==> src/rtl/alu_issue_stage.sv <==
// Issue/retire stage around the external 4-bit ALU: operand fetch with EX forwarding,
// one EX register driving the ALU, and retire into an 8x4 register file plus flags.
module alu_issue_stage #(
    parameter int unsigned NREGS = 8
) (
    input  logic       clk,
    input  logic       rst,
    input  logic       in_valid,
    output logic       in_ready,
    input  logic [2:0] in_op,
    input  logic [2:0] in_rd,
    input  logic [2:0] in_rs1,
    input  logic [2:0] in_rs2,
    input  logic       in_imm_en,
    input  logic [3:0] in_imm,
    input  logic       hold,
    output logic [3:0] alu_a,
    output logic [3:0] alu_b,
    output logic [2:0] alu_op,
    input  logic [3:0] alu_y,
    input  logic       alu_carry,
    input  logic       alu_ovf,
    input  logic       alu_zero,
    output logic       wb_valid,
    output logic [2:0] wb_rd,
    output logic [3:0] wb_data,
    output logic [2:0] flags,
    input  logic [2:0] dbg_addr,
    output logic [3:0] dbg_data
);

    logic       ex_valid_q;
    logic [2:0] ex_op_q;
    logic [2:0] ex_rd_q;
    logic [3:0] ex_a_q;
    logic [3:0] ex_b_q;
    logic [3:0] rf_q [NREGS];
    logic       wb_valid_q;
    logic [2:0] wb_rd_q;
    logic [3:0] wb_data_q;
    logic [2:0] flags_q;

    logic       fwd_ok;
    logic [3:0] src_a;
    logic [3:0] src_b;

    assign in_ready = ~hold;

    // Forwarding also covers the same-edge write/read collision: the retiring value is alu_y.
    assign fwd_ok = ex_valid_q && (ex_rd_q != 3'd0);

    always_comb begin
        src_a = 4'd0;
        if (fwd_ok && (ex_rd_q == in_rs1)) begin
            src_a = alu_y;
        end else if (in_rs1 != 3'd0) begin
            src_a = rf_q[in_rs1];
        end
    end

    always_comb begin
        src_b = 4'd0;
        if (in_imm_en) begin
            src_b = in_imm;
        end else if (fwd_ok && (ex_rd_q == in_rs2)) begin
            src_b = alu_y;
        end else if (in_rs2 != 3'd0) begin
            src_b = rf_q[in_rs2];
        end
    end

    // EX register; a bubble clears the ALU drive so it reads 0/0/000.
    always_ff @(posedge clk or posedge rst) begin
        if (rst) begin
            ex_valid_q <= 1'b0;
            ex_op_q    <= 3'd0;
            ex_rd_q    <= 3'd0;
            ex_a_q     <= 4'd0;
            ex_b_q     <= 4'd0;
        end else if (!hold) begin
            if (in_valid) begin
                ex_valid_q <= 1'b1;
                ex_op_q    <= in_op;
                ex_rd_q    <= in_rd;
                ex_a_q     <= src_a;
                ex_b_q     <= src_b;
            end else begin
                ex_valid_q <= 1'b0;
                ex_op_q    <= 3'd0;
                ex_rd_q    <= 3'd0;
                ex_a_q     <= 4'd0;
                ex_b_q     <= 4'd0;
            end
        end
    end

    always_ff @(posedge clk or posedge rst) begin
        if (rst) begin
            for (int i = 0; i < int'(NREGS); i++) begin
                rf_q[i] <= 4'd0;
            end
        end else if (!hold && ex_valid_q && (ex_rd_q != 3'd0)) begin
            rf_q[ex_rd_q] <= alu_y;
        end
    end

    always_ff @(posedge clk or posedge rst) begin
        if (rst) begin
            wb_valid_q <= 1'b0;
            wb_rd_q    <= 3'd0;
            wb_data_q  <= 4'd0;
            flags_q    <= 3'd0;
        end else if (!hold && ex_valid_q) begin
            wb_valid_q <= 1'b1;
            wb_rd_q    <= ex_rd_q;
            wb_data_q  <= alu_y;
            flags_q    <= {alu_carry, alu_ovf, alu_zero};
        end else begin
            wb_valid_q <= 1'b0;
        end
    end

    assign alu_a    = ex_a_q;
    assign alu_b    = ex_b_q;
    assign alu_op   = ex_op_q;
    assign wb_valid = wb_valid_q;
    assign wb_rd    = wb_rd_q;
    assign wb_data  = wb_data_q;
    assign flags    = flags_q;
    assign dbg_data = (dbg_addr == 3'd0) ? 4'd0 : rf_q[dbg_addr];

endmodule

==> config.mk <==
export PLATFORM = sky130hd
export DESIGN_NAME = alu_issue_stage
export DESIGN_NICKNAME = d
export VERILOG_FILES = /design/src/rtl/alu_issue_stage.sv
export SDC_FILE = /design/constraint.sdc
export NUM_CORES = 1
export LEC_CHECK = 0
export ABC_AREA = 1
export CAP_MARGIN = 20
export CORE_UTILIZATION = 55
export CTS_CLUSTER_SIZE = 24
export DETAILED_ROUTE_END_ITERATION = 10
export PLACE_DENSITY = 0.84
export SKIP_CTS_REPAIR_TIMING = 1
export SLEW_MARGIN = 10
export SYNTH_ARGS = -nofsm -noshare
export SYNTH_HDL_FRONTEND = slang
export SYNTH_SLANG_ARGS = --single-unit
==> constraint.sdc <==
create_clock -name clk -period 3.06 [get_ports clk]
set_clock_uncertainty 0.2 [all_clocks]
set_input_delay 0.306 -clock clk [delete_from_list [all_inputs] [get_ports clk]]
set_output_delay 0.306 -clock clk [all_outputs]
set_load 0.05 [all_outputs]
==> results.py, run 1 <==
metrics = {
    "run_status": {
        "status": "finished clean",
    },
    "die": {
        "io_pins": 58,
        "fp.dieW_um": 81.2,
        "core_area_mm2": 0.00599,
        "die_h_um": 81.2,
        "rows": 28,
        "start_util_pct": 57.6,
        "dieArea_mm2": 0.00660,
    },
    "global_route": {
        "track_usage_pct": 32.2,
        "grt_first_pass_wirelength_um": 15400,
        "gr-total-overflow": 0,
        "grt_max_degree": 31,
        "grt_pass1_vias": 3167,
        "antenna_found_initial": 0,
    },
    "yosys": {
        "synth_area_per_cell_um2": 6.81,
        "synthDistinctLibCells": 26,
        "ys_ff_latch": 58,
        "yosys_warnings": 0,
        "ys_seq_area_share_pct": 42.1,
        "synthCells": 507,
        "synth_fp_nets": 538,
        "synth.cell_area_mm2": 0.00345,
    },
    "timing": {
        "hold_slack_ns": 0.208,
        "period_share_pct": 85.2,
        "fmaxAchievable_mhz": 384,
        "grt_setup_unrepaired": "no",
        "report.final.slew_viol_count": 0,
        "setup_viol": 0,
        "setup_tns_ns": 0,
        "period_needed_ns": 2.61,
        "max_slew_margin_pct": 64.3,
        "worst-slew-pin-transition_ns": 0.534,
        "final_hold_viol_count": 0,
    },
    "job": {
        "maxCapViolCount": 0,
    },
    "pwr": {
        "cell_internal_pwr_uw": 1610,
        "pwr-share-comb_pct": 34.1,
        "power.leakage_uw": 0.00220,
        "p_switching_uw": 1050,
        "power_density_mw_per_mm2": 618,
        "seqPwrFrac_pct": 38.2,
        "ir_drop_uv": 481,
        "p_total_uw": 2650,
        "pwr-share-clk_pct": 27.7,
        "switching_share_pct": 39.4,
    },
    "worst_setup_path": {
        "crit_fanout": 9,
        "rrSetupSlack_ns": 1.18,
        "critPathRequiredTime_ns": 2.55,
        "r2r-start": "ex_rd_q[2]",
        "reg2reg_to": "alu_b[0]",
        "worst_setup_path_start_kind": "input port",
        "path_class": "input port to primary output",
        "ff2ff_path_depth": 11,
        "end_kind": "primary output",
        "worstPathArrival_ns": 2.10,
    },
    "routing": {
        "routed_wl_um": 9640,
        "first_pass_iters": 5,
        "detail_route.wl_per_cell_um": 15.0,
        "ant_nets": 0,
        "drc": 0,
        "vias": 3560,
        "viasPerCell": 5.54,
        "drt_iter0_markers": 327,
    },
    "clocking": {
        "htree_levels": 3,
        "cts_tree": "built",
        "cts_made_buffers": 9,
        "clkSlewWorstSetupHoldPaths_ns": 0.08,
        "cts-root-buf": "clkbuf_8",
        "clk_latency_ns": 0.35,
        "clockBufferDepth": 2,
        "numClockSinks": 58,
    },
    "place": {
        "portBuffers": 57,
        "dp_hpwl_um": 7070,
        "globalplace.congestion": 0.961,
        "dp.cells": 626,
        "post_dp_cell_area_mm2": 0.00408,
    },
    "min_path": {
        "hp-class": "flop to flop",
        "min_from": "rf_q[29]",
        "hold_depth": 0,
        "min_to": "rf_q[29]",
    },
    "cells_and_area": {
        "nets": 594,
        "n_antenna_cell": 0,
        "layoutNonFillerInstCount": 643,
        "area_growth_pct": 24.4,
        "final_area_mm2": 0.00429,
        "drive_above_1_share_pct": 7.57,
    },
}
through the flow:
step | util [%] | setup slack, ns
global route | 71.7 | 0.268
finish | 71.7 | 0.453
floorplan | - | 0.776
global placement | 68.1 | 0.571
detailed placement | 68.1 | 0.474
CTS | 71.5 | 0.464
per-layer routing:
layer / vias to the layer above / share of wire [%] / global-route usage, %
li1: 1711 / - / -
met1: 1591 / 42 / 44.3
met2: 221 / 43 / 47.2
met3: 37 / 10 / 7.64
met4: 0 / 4.3 / 16.4
met5: - / 0 / 0
how the worst max path moves through the flow:
stage / startpoint / end / cells after the start
after floorplan: dbg_addr[1] / dbg_data[0] / 7
after global placement: dbg_addr[1] / dbg_data[1] / 8
after detailed placement: dbg_addr[1] / dbg_data[3] / 8
after CTS: dbg_addr[1] / dbg_data[3] / 8
after global routing: dbg_addr[1] / dbg_data[0] / 8
final: dbg_addr[1] / dbg_data[3] / 8
cells in the mapped netlist:
cell              n  share of area (%)
a21oi_1          16                2.3
xnor2_1           1               0.25
a22o_1            3               0.76
nand4_1           4               0.73
a31oi_1           4               0.73
nor2_2            3               0.54
dfrtp_1          58                 42
nor2_4            2               0.65
inv_1            53                5.8
nand3_1          49                7.1
nor2_1           13                1.4
buf_4             1               0.22
xor2_1            1               0.25
clkinv_1          4               0.43
buf_2             6               0.87
o21ai_1           1               0.14
inv_2             6               0.65
nand2_1         211                 23
nor3_1            1               0.14
buf_6             4                1.3
nand3_2           1               0.29
nor3_4            3                1.4
dlymetal6s2s_1    1               0.36
o21ai_0          53                7.7
clkbuf_1          7               0.76
nand2_2           1               0.18
final cells by class:
type                       instances  area, µm²
clock inverter                     6       66.3
inverter                          63        236
multi-input combinational        367       1640
clock buffer                      10        138
timing repair buffer              64        666
fill                             468       1700
tap                               75       93.8
sequential                        58       1450
worst max-delay path: stages:
cell	delay, ns
clkdlybuf4s50_1	0.64
clkinv_1	0.29
a21oi_1	0.20
o21ai_0	0.11
nand3_1	0.08
nand2_1	0.05
a31oi_1	0.25
buf_12	0.18
cell families (layout without fill, tap and decap cells):
kind of cell	count (synthesis)	in the layout	share of synthesized area (%)
xor gates and xnor gates	2	2	0.508
DFF	58	58	42.1
and+or+nand+nor	288	288	35.4
buffers and inverters	82	143	10.4
AOI/OAI and AO/OA	77	77	11.6
cells in the final DEF (no fill, tap or decap):
| master | instances |
|---|---|
| a21oi_1 | 16 |
| a22o_1 | 3 |
| a31oi_1 | 4 |
| buf_12 | 4 |
| buf_4 | 6 |
| bufinv_16 | 1 |
| clkbuf_8 | 10 |
| clkdlybuf4s50_1 | 53 |
| clkinv_1 | 4 |
| clkinv_2 | 1 |
| clkinv_4 | 1 |
| clkinvlp_4 | 3 |
| dfrtp_1 | 58 |
| dlygate4sd3_1 | 1 |
| inv_1 | 52 |
| inv_2 | 7 |
| nand2_1 | 211 |
| nand2_2 | 1 |
| nand3_1 | 49 |
| nand3_2 | 1 |
| nand4_1 | 4 |
| nor2_1 | 13 |
| nor2_2 | 3 |
| nor2_4 | 2 |
| nor3_1 | 1 |
| nor3_4 | 3 |
| o21ai_0 | 53 |
| o21ai_1 | 1 |
| xnor2_1 | 1 |
| xor2_1 | 1 |
power by group through the flow:
stage	Sequential, µW	Clock, µW	Combinational (µW)
floorplan	1120	0	453
detailed placement	1020	0	885
CTS	1010	739	889
finish	1010	735	905
global placement	1010	0	871
global route	1020	768	983
registers in the layout, indices dropped and copies added, names as in the netlist:
signal      count
alu_a           4
alu_op          3
flags           3
ex_rd_q         3
wb_valid        1
wb_data         4
wb_rd           3
alu_b           4
ex_valid_q      1
rf_q           32
Note: power is estimated with default switching activity, not from simulation.
==> run 2: changes to the inputs <==
- ABC_AREA: 1 -> 0
- HOLD_SLACK_MARGIN: default -> 0.06
- PLACE_DENSITY: 0.84 -> 0.85
==> results.py, run 2 <==
metrics = {
    "pwr": {
        "power_density_mw_per_mm2": 643,
        "ir_drop_uv": 566,
        "power.leakage_uw": 0.00185,
    },
    "die": {
        "die_h_um": 78.8,
        "dieArea_mm2": 0.00620,
        "fp.dieW_um": 78.8,
        "core_area_mm2": 0.00561,
        "start_util_pct": 57.8,
        "rows": 27,
        "io_pins": 58,
    },
    "timing": {
        "period_needed_ns": 2.68,
        "final_hold_viol_count": 0,
        "setup_viol": 0,
        "hold_slack_ns": 0.239,
        "max_slew_margin_pct": 61.2,
        "grt_setup_unrepaired": "no",
        "setup_tns_ns": 0,
        "worst-slew-pin-transition_ns": 0.580,
        "fmaxAchievable_mhz": 373,
        "worst_slack_ns": 0.376,
        "period_share_pct": 87.7,
        "report.final.slew_viol_count": 0,
    },
    "yosys": {
        "synth_fp_nets": 339,
        "ys_seq_area_share_pct": 44.8,
        "ys_async_sr_fraction_pct": 100,
        "synthCells": 308,
        "synthDistinctLibCells": 40,
        "synth_top_cell_area_share_pct": 44.8,
        "synth-edff-count": 0,
        "ys_top_cells_by_area": "dfrtp_1 (45%), mux2i_1 (9.9%), mux2_2 (8.3%)",
        "yosys_warnings": 0,
        "synth_flop_cell": "dfrtp_1",
        "ys_ff_latch": 58,
        "synth_area_per_cell_um2": 10.5,
        "yosysMostFrequentCell": "dfrtp_1",
        "synth.largest_area_cell": "dfrtp_1",
        "synth.cell_area_mm2": 0.00324,
        "synth_top_cells_by_count": "dfrtp_1 (58), nand2_1 (41), mux2i_1 (32)",
    },
    "worst_setup_path": {
        "worstSetupEndpoint": "dbg_data[3]",
        "cpMaxStageDelayCell": "clkdlybuf4s50_1",
        "reg2reg_to": "alu_b[1]",
        "crit_fanout": 14,
        "worstPathArrival_ns": 2.18,
        "path_class": "input port to primary output",
        "slowest_delay_ns": 0.84,
        "worst_setup_path_start_kind": "input port",
        "r2r-start": "ex_rd_q[1]",
        "end_kind": "primary output",
        "critPathRequiredTime_ns": 2.55,
        "cp_cell_sequence": "clkdlybuf4s50_1, mux2i_1, nand2_1, o21ai_0, a221oi_1, buf_12",
        "ff2ff_path_depth": 4,
        "rrSetupSlack_ns": 1.15,
        "startpoint": "dbg_addr[1]",
    },
    "place": {
        "pre_cts_ws_ns": 0.437,
        "globalplace.congestion": 0.979,
        "dp_hpwl_um": 6100,
        "portBuffers": 57,
    },
    "global_route": {
        "track_usage_pct": 30.2,
        "gr-total-overflow": 0,
        "grt_pass1_vias": 2659,
        "antenna_found_initial": 0,
        "grt_first_pass_wirelength_um": 13800,
        "grt_max_degree": 58,
    },
    "clocking": {
        "clk_latency_ns": 0.35,
        "numClockSinks": 58,
        "htree_levels": 3,
        "cts_made_buffers": 9,
        "cts-root-buf": "clkbuf_8",
        "clockBufferDepth": 2,
        "clkSlewWorstSetupHoldPaths_ns": 0.06,
        "cts_tree": "built",
    },
    "cells_and_area": {
        "largest_reg_flops": 32,
        "top_register": "rf_q",
        "area_growth_pct": 27.1,
        "n_fill_cell": 392,
        "nets": 391,
        "layout_commonest_cell": "dfrtp_1",
        "drive_above_1_share_pct": 17.8,
        "final_cell_mix": "dfrtp_1 (58), clkdlybuf4s50_1 (53), nand2_1 (41)",
        "n_antenna_cell": 0,
    },
    "routing": {
        "drc": 0,
        "vias": 2749,
        "drt_iter0_markers": 311,
        "detail_route.wl_per_cell_um": 19.8,
        "first_pass_iters": 6,
        "routed_wl_um": 8670,
        "ant_nets": 0,
        "viasPerCell": 6.29,
    },
    "min_path": {
        "hp-class": "flop to flop",
    },
    "job": {
        "maxCapViolCount": 0,
    },
    "run_status": {
        "status": "finished clean",
    },
}
==> run 2: changes by cell type after synthesis, moves of 6 or more <==
cell,delta
nand3_1,-35
a21oi_1,-7
nor2b_1,+13
nand2_1,-170
inv_1,-46
mux2_2,+24
inv_2,-6
mux2i_1,+32
o21ai_0,-41
==> run 2: power by group <==
group,switching (µW),total [µW],internal [µW],leakage (µW)
Combinational,425,782,357,0.000987
Sequential,164,1060,901,0.000754
Clock,324,802,478,0.000109
Total,913,2650,1740,0.00185
==> run 2: how the worst min path moves through the flow <==
stage | startpoint | endpoint | slack [ns] | cells after the start
after CTS | rst | wb_rd[2] | -0.08 | 2
after detailed placement | rf_q[31] | rf_q[31] | 0.23 | 0
after global placement | rf_q[31] | rf_q[31] | 0.22 | 0
after global routing | rf_q[31] | rf_q[31] | 0.25 | 0
final | rf_q[29] | rf_q[29] | 0.24 | 0
after floorplan | alu_zero | flags[0] | 0.21 | 2
==> run 2: logic make-up (layout without fill, tap and decap cells) <==
kind of cell / Yosys count / after routing / synth area share, %
and+or+nand+nor: 100 / 100 / 15.5
buffers and inverters: 31 / 88 / 4.44
muxes: 64 / 64 / 22.9
xor gates and xnor gates: 6 / 6 / 1.62
DFF: 58 / 58 / 44.8
AOI/OAI and AO/OA: 49 / 49 / 10.8
==> run 2: area by class of cell <==
type                            count  area [µm²]  area share (%)
Clock buffer                       11         141            3.43
Clock inverter                      5        77.6            1.88
Inverter                            8        35.0           0.851
Multi-Input combinational cell    219        1650            39.9
Sequential cell                    58        1450            35.2
Tap cell                           72        90.1            2.19
Timing Repair Buffer               64         678            16.5
==> run 2: metal layers <==
layer,global-route usage (%),wire [µm]
met5,0,0
met4,14.8,229
met3,5.86,746
met2,46.5,4130
met1,41.0,3560
==> run 2: metrics by stage <==
| step | std cells | power (µW) | instance area, µm² | util (%) |
|---|---|---|---|---|
| global placement | 420 | 1820 | 3890 | 69.4 |
| detailed placement | 420 | 1840 | 3890 | 69.4 |
| finish | 437 | 2650 | 4120 | 73.4 |
| global route | 437 | 2740 | 4120 | 73.4 |
| floorplan | 308 | 1540 | 3240 | - |
| CTS | 436 | 2640 | 4110 | 73.3 |
==> run 2: critical path: cells and delay by family <==
| family | cells | cell delay [ns] |
|---|---|---|
| AOI/OAI and AO/OA | 2 | 0.55 |
| muxes | 1 | 0.19 |
| buffers and inverters | 2 | 1.04 |
| and+or+nand+nor | 1 | 0.10 |
==> run 3: changes to the inputs <==
- CORE_UTILIZATION: 55 -> 53
- PLACE_DENSITY: 0.85 -> 0.82
- clock period: 3.06 -> 2.7 ns (I/O delays scaled with it)
==> results.py, run 3 (synthesis gave the netlist of run 2 again) <==
metrics = {
    "worst_setup_path": {
        "cpMaxStageDelayCell": "clkdlybuf4s50_1",
        "slowest_delay_ns": 0.63,
        "r2r-start": "ex_rd_q[1]",
        "startpoint": "dbg_addr[1]",
        "worstPathArrival_ns": 2.09,
        "ff2ff_path_depth": 4,
        "critPathRequiredTime_ns": 2.23,
        "worst_setup_path_start_kind": "input port",
        "end_kind": "primary output",
        "rrSetupSlack_ns": 0.75,
        "crit_fanout": 10,
        "cp_cell_sequence": "clkdlybuf4s50_1, buf_4, or2_2, o21ai_0, a221oi_1, buf_12",
        "path_class": "input port to primary output",
        "reg2reg_to": "alu_b[2]",
    },
    "routing": {
        "met2WireLength_um": 3980,
        "first_pass_iters": 5,
        "met3_length_um": 610,
        "m1WireLength_um": 3570,
        "highest_layer": "met4",
        "drt_iter0_markers": 296,
        "detail_route.wl_per_cell_um": 19.1,
        "viasPerCell": 6.13,
        "drc": 0,
        "vias": 2696,
        "routed_wl_um": 8410,
        "ant_nets": 0,
    },
    "global_route": {
        "grt_first_pass_wirelength_um": 13300,
        "grt_pass1_vias": 2573,
        "grt_max_degree": 36,
        "antenna_found_initial": 0,
        "gr-total-overflow": 0,
        "track_usage_pct": 28.3,
    },
    "cells_and_area": {
        "final_cell_mix": "dfrtp_1 (58), clkdlybuf4s50_1 (52), nand2_1 (41)",
        "seqCellArea_mm2": 0.00145,
        "layout_commonest_cell": "dfrtp_1",
        "n_antenna_cell": 0,
        "largest_reg_flops": 32,
        "nets": 391,
        "drive_above_1_share_pct": 18.1,
        "multi_input_area_mm2": 0.00165,
        "n_fill_cell": 430,
        "area_growth_pct": 27.5,
        "top_register": "rf_q",
        "layoutNonFillerInstCount": 440,
    },
    "pwr": {
        "power_density_mw_per_mm2": 739,
        "ir_drop_uv": 473,
        "p_switching_uw": 1010,
        "seqPwrFrac_pct": 39.5,
        "switching_share_pct": 33.2,
        "pwr-share-clk_pct": 31.4,
        "pwr-share-comb_pct": 29.1,
        "power.leakage_uw": 0.00186,
        "cell_internal_pwr_uw": 2040,
    },
    "timing": {
        "worst_slack_ns": 0.136,
        "report.final.slew_viol_count": 0,
        "period_share_pct": 94.9,
        "grt_setup_unrepaired": "no",
        "worst-slew-pin-transition_ns": 0.556,
        "fmaxAchievable_mhz": 390,
        "setup_viol": 0,
        "period_needed_ns": 2.56,
        "final_hold_viol_count": 0,
        "setup_tns_ns": 0,
        "max_slew_margin_pct": 62.7,
    },
    "die": {
        "io_pins": 58,
        "die_h_um": 80.2,
        "start_util_pct": 54.7,
        "dieArea_mm2": 0.00643,
        "rows": 28,
        "core_area_mm2": 0.00592,
        "fp.dieW_um": 80.2,
    },
    "place": {
        "pre_cts_ws_ns": 0.173,
        "portBuffers": 57,
        "dp_hpwl_um": 5950,
        "dp.cells": 424,
        "globalplace.congestion": 0.913,
    },
    "clocking": {
        "numClockSinks": 58,
        "cts-root-buf": "clkbuf_8",
        "clk_latency_ns": 0.35,
        "clkSlewWorstSetupHoldPaths_ns": 0.07,
        "cts_tree": "built",
        "clockBufferDepth": 2,
        "cts_made_buffers": 9,
        "htree_levels": 3,
    },
    "run_status": {
        "status": "finished clean",
    },
    "job": {
        "maxCapViolCount": 0,
    },
    "min_path": {
        "hp-class": "input port to asynchronous set/reset pin",
    },
}
-- run 3: cell types whose count changed in the layout (fill, tap and decap cells not counted) --
| cell | before | now |
|---|---|---|
| buf_4 | 5 | 7 |
| bufinv_16 | 2 | 3 |
| clkbuf_1 | 1 | 2 |
| clkbuf_8 | 10 | 9 |
| clkdlybuf4s50_1 | 53 | 52 |
| clkinv_2 | 2 | 1 |
| dlygate4sd3_1 | 1 | 0 |
-- run 3: cell type report --
| cell class | count | area share, % |
|---|---|---|
| well taps | 75 | 2.27 |
| clock buffers | 11 | 3.18 |
| inverters | 8 | 0.848 |
| repair buffers | 64 | 16.3 |
| multi-input cells | 219 | 39.8 |
| clock inverters | 5 | 2.48 |
| flip-flops and latches | 58 | 35.1 |
-- run 3: metrics by stage --
step           utilization (%)  area (µm²)  hold WS (ns)  total power (µW)
6_report                  69.8        4130        0.0727              3050
3_3_place_gp              65.8        3900         0.215              2070
4_1_cts                   69.8        4130        0.0898              3050
2_1_floorplan                -        3240         0.175              1740
5_1_grt                   69.8        4130         0.144              3170
3_5_place_dp              65.8        3900         0.216              2090
-- run 3: critical path: cells and delay by family --
family	cells	cell delay [ns]
buf+inv	3	1.07
compound gates	2	0.60
simple gates	1	0.15
-- run 3: power by group through the flow --
stage	clock [µW]	sequential (µW)	combinational, µW
CTS	967	1200	888
detailed placement	0	1210	881
finish	959	1210	889
floorplan	0	1300	441
global route	1010	1220	944
global placement	0	1210	863
-- run 3: metal layers --
layer  GRT usage (%)  vias to the layer above
met4            12.9                        0
met3            6.48                       27
met1            37.5                     1306
met2            44.3                      142
li1                -                     1221
met5               0                        -
-- run 3: worst max-delay path by stage --
stage | slack (ns) | endpoint | depth (start not counted)
final | 0.14 | dbg_data[3] | 6
after floorplan | 0.22 | dbg_data[0] | 4
after global routing | 0.07 | dbg_data[3] | 6
after global placement | 0.21 | dbg_data[0] | 6
after detailed placement | 0.17 | dbg_data[3] | 6
after CTS | 0.17 | dbg_data[3] | 6
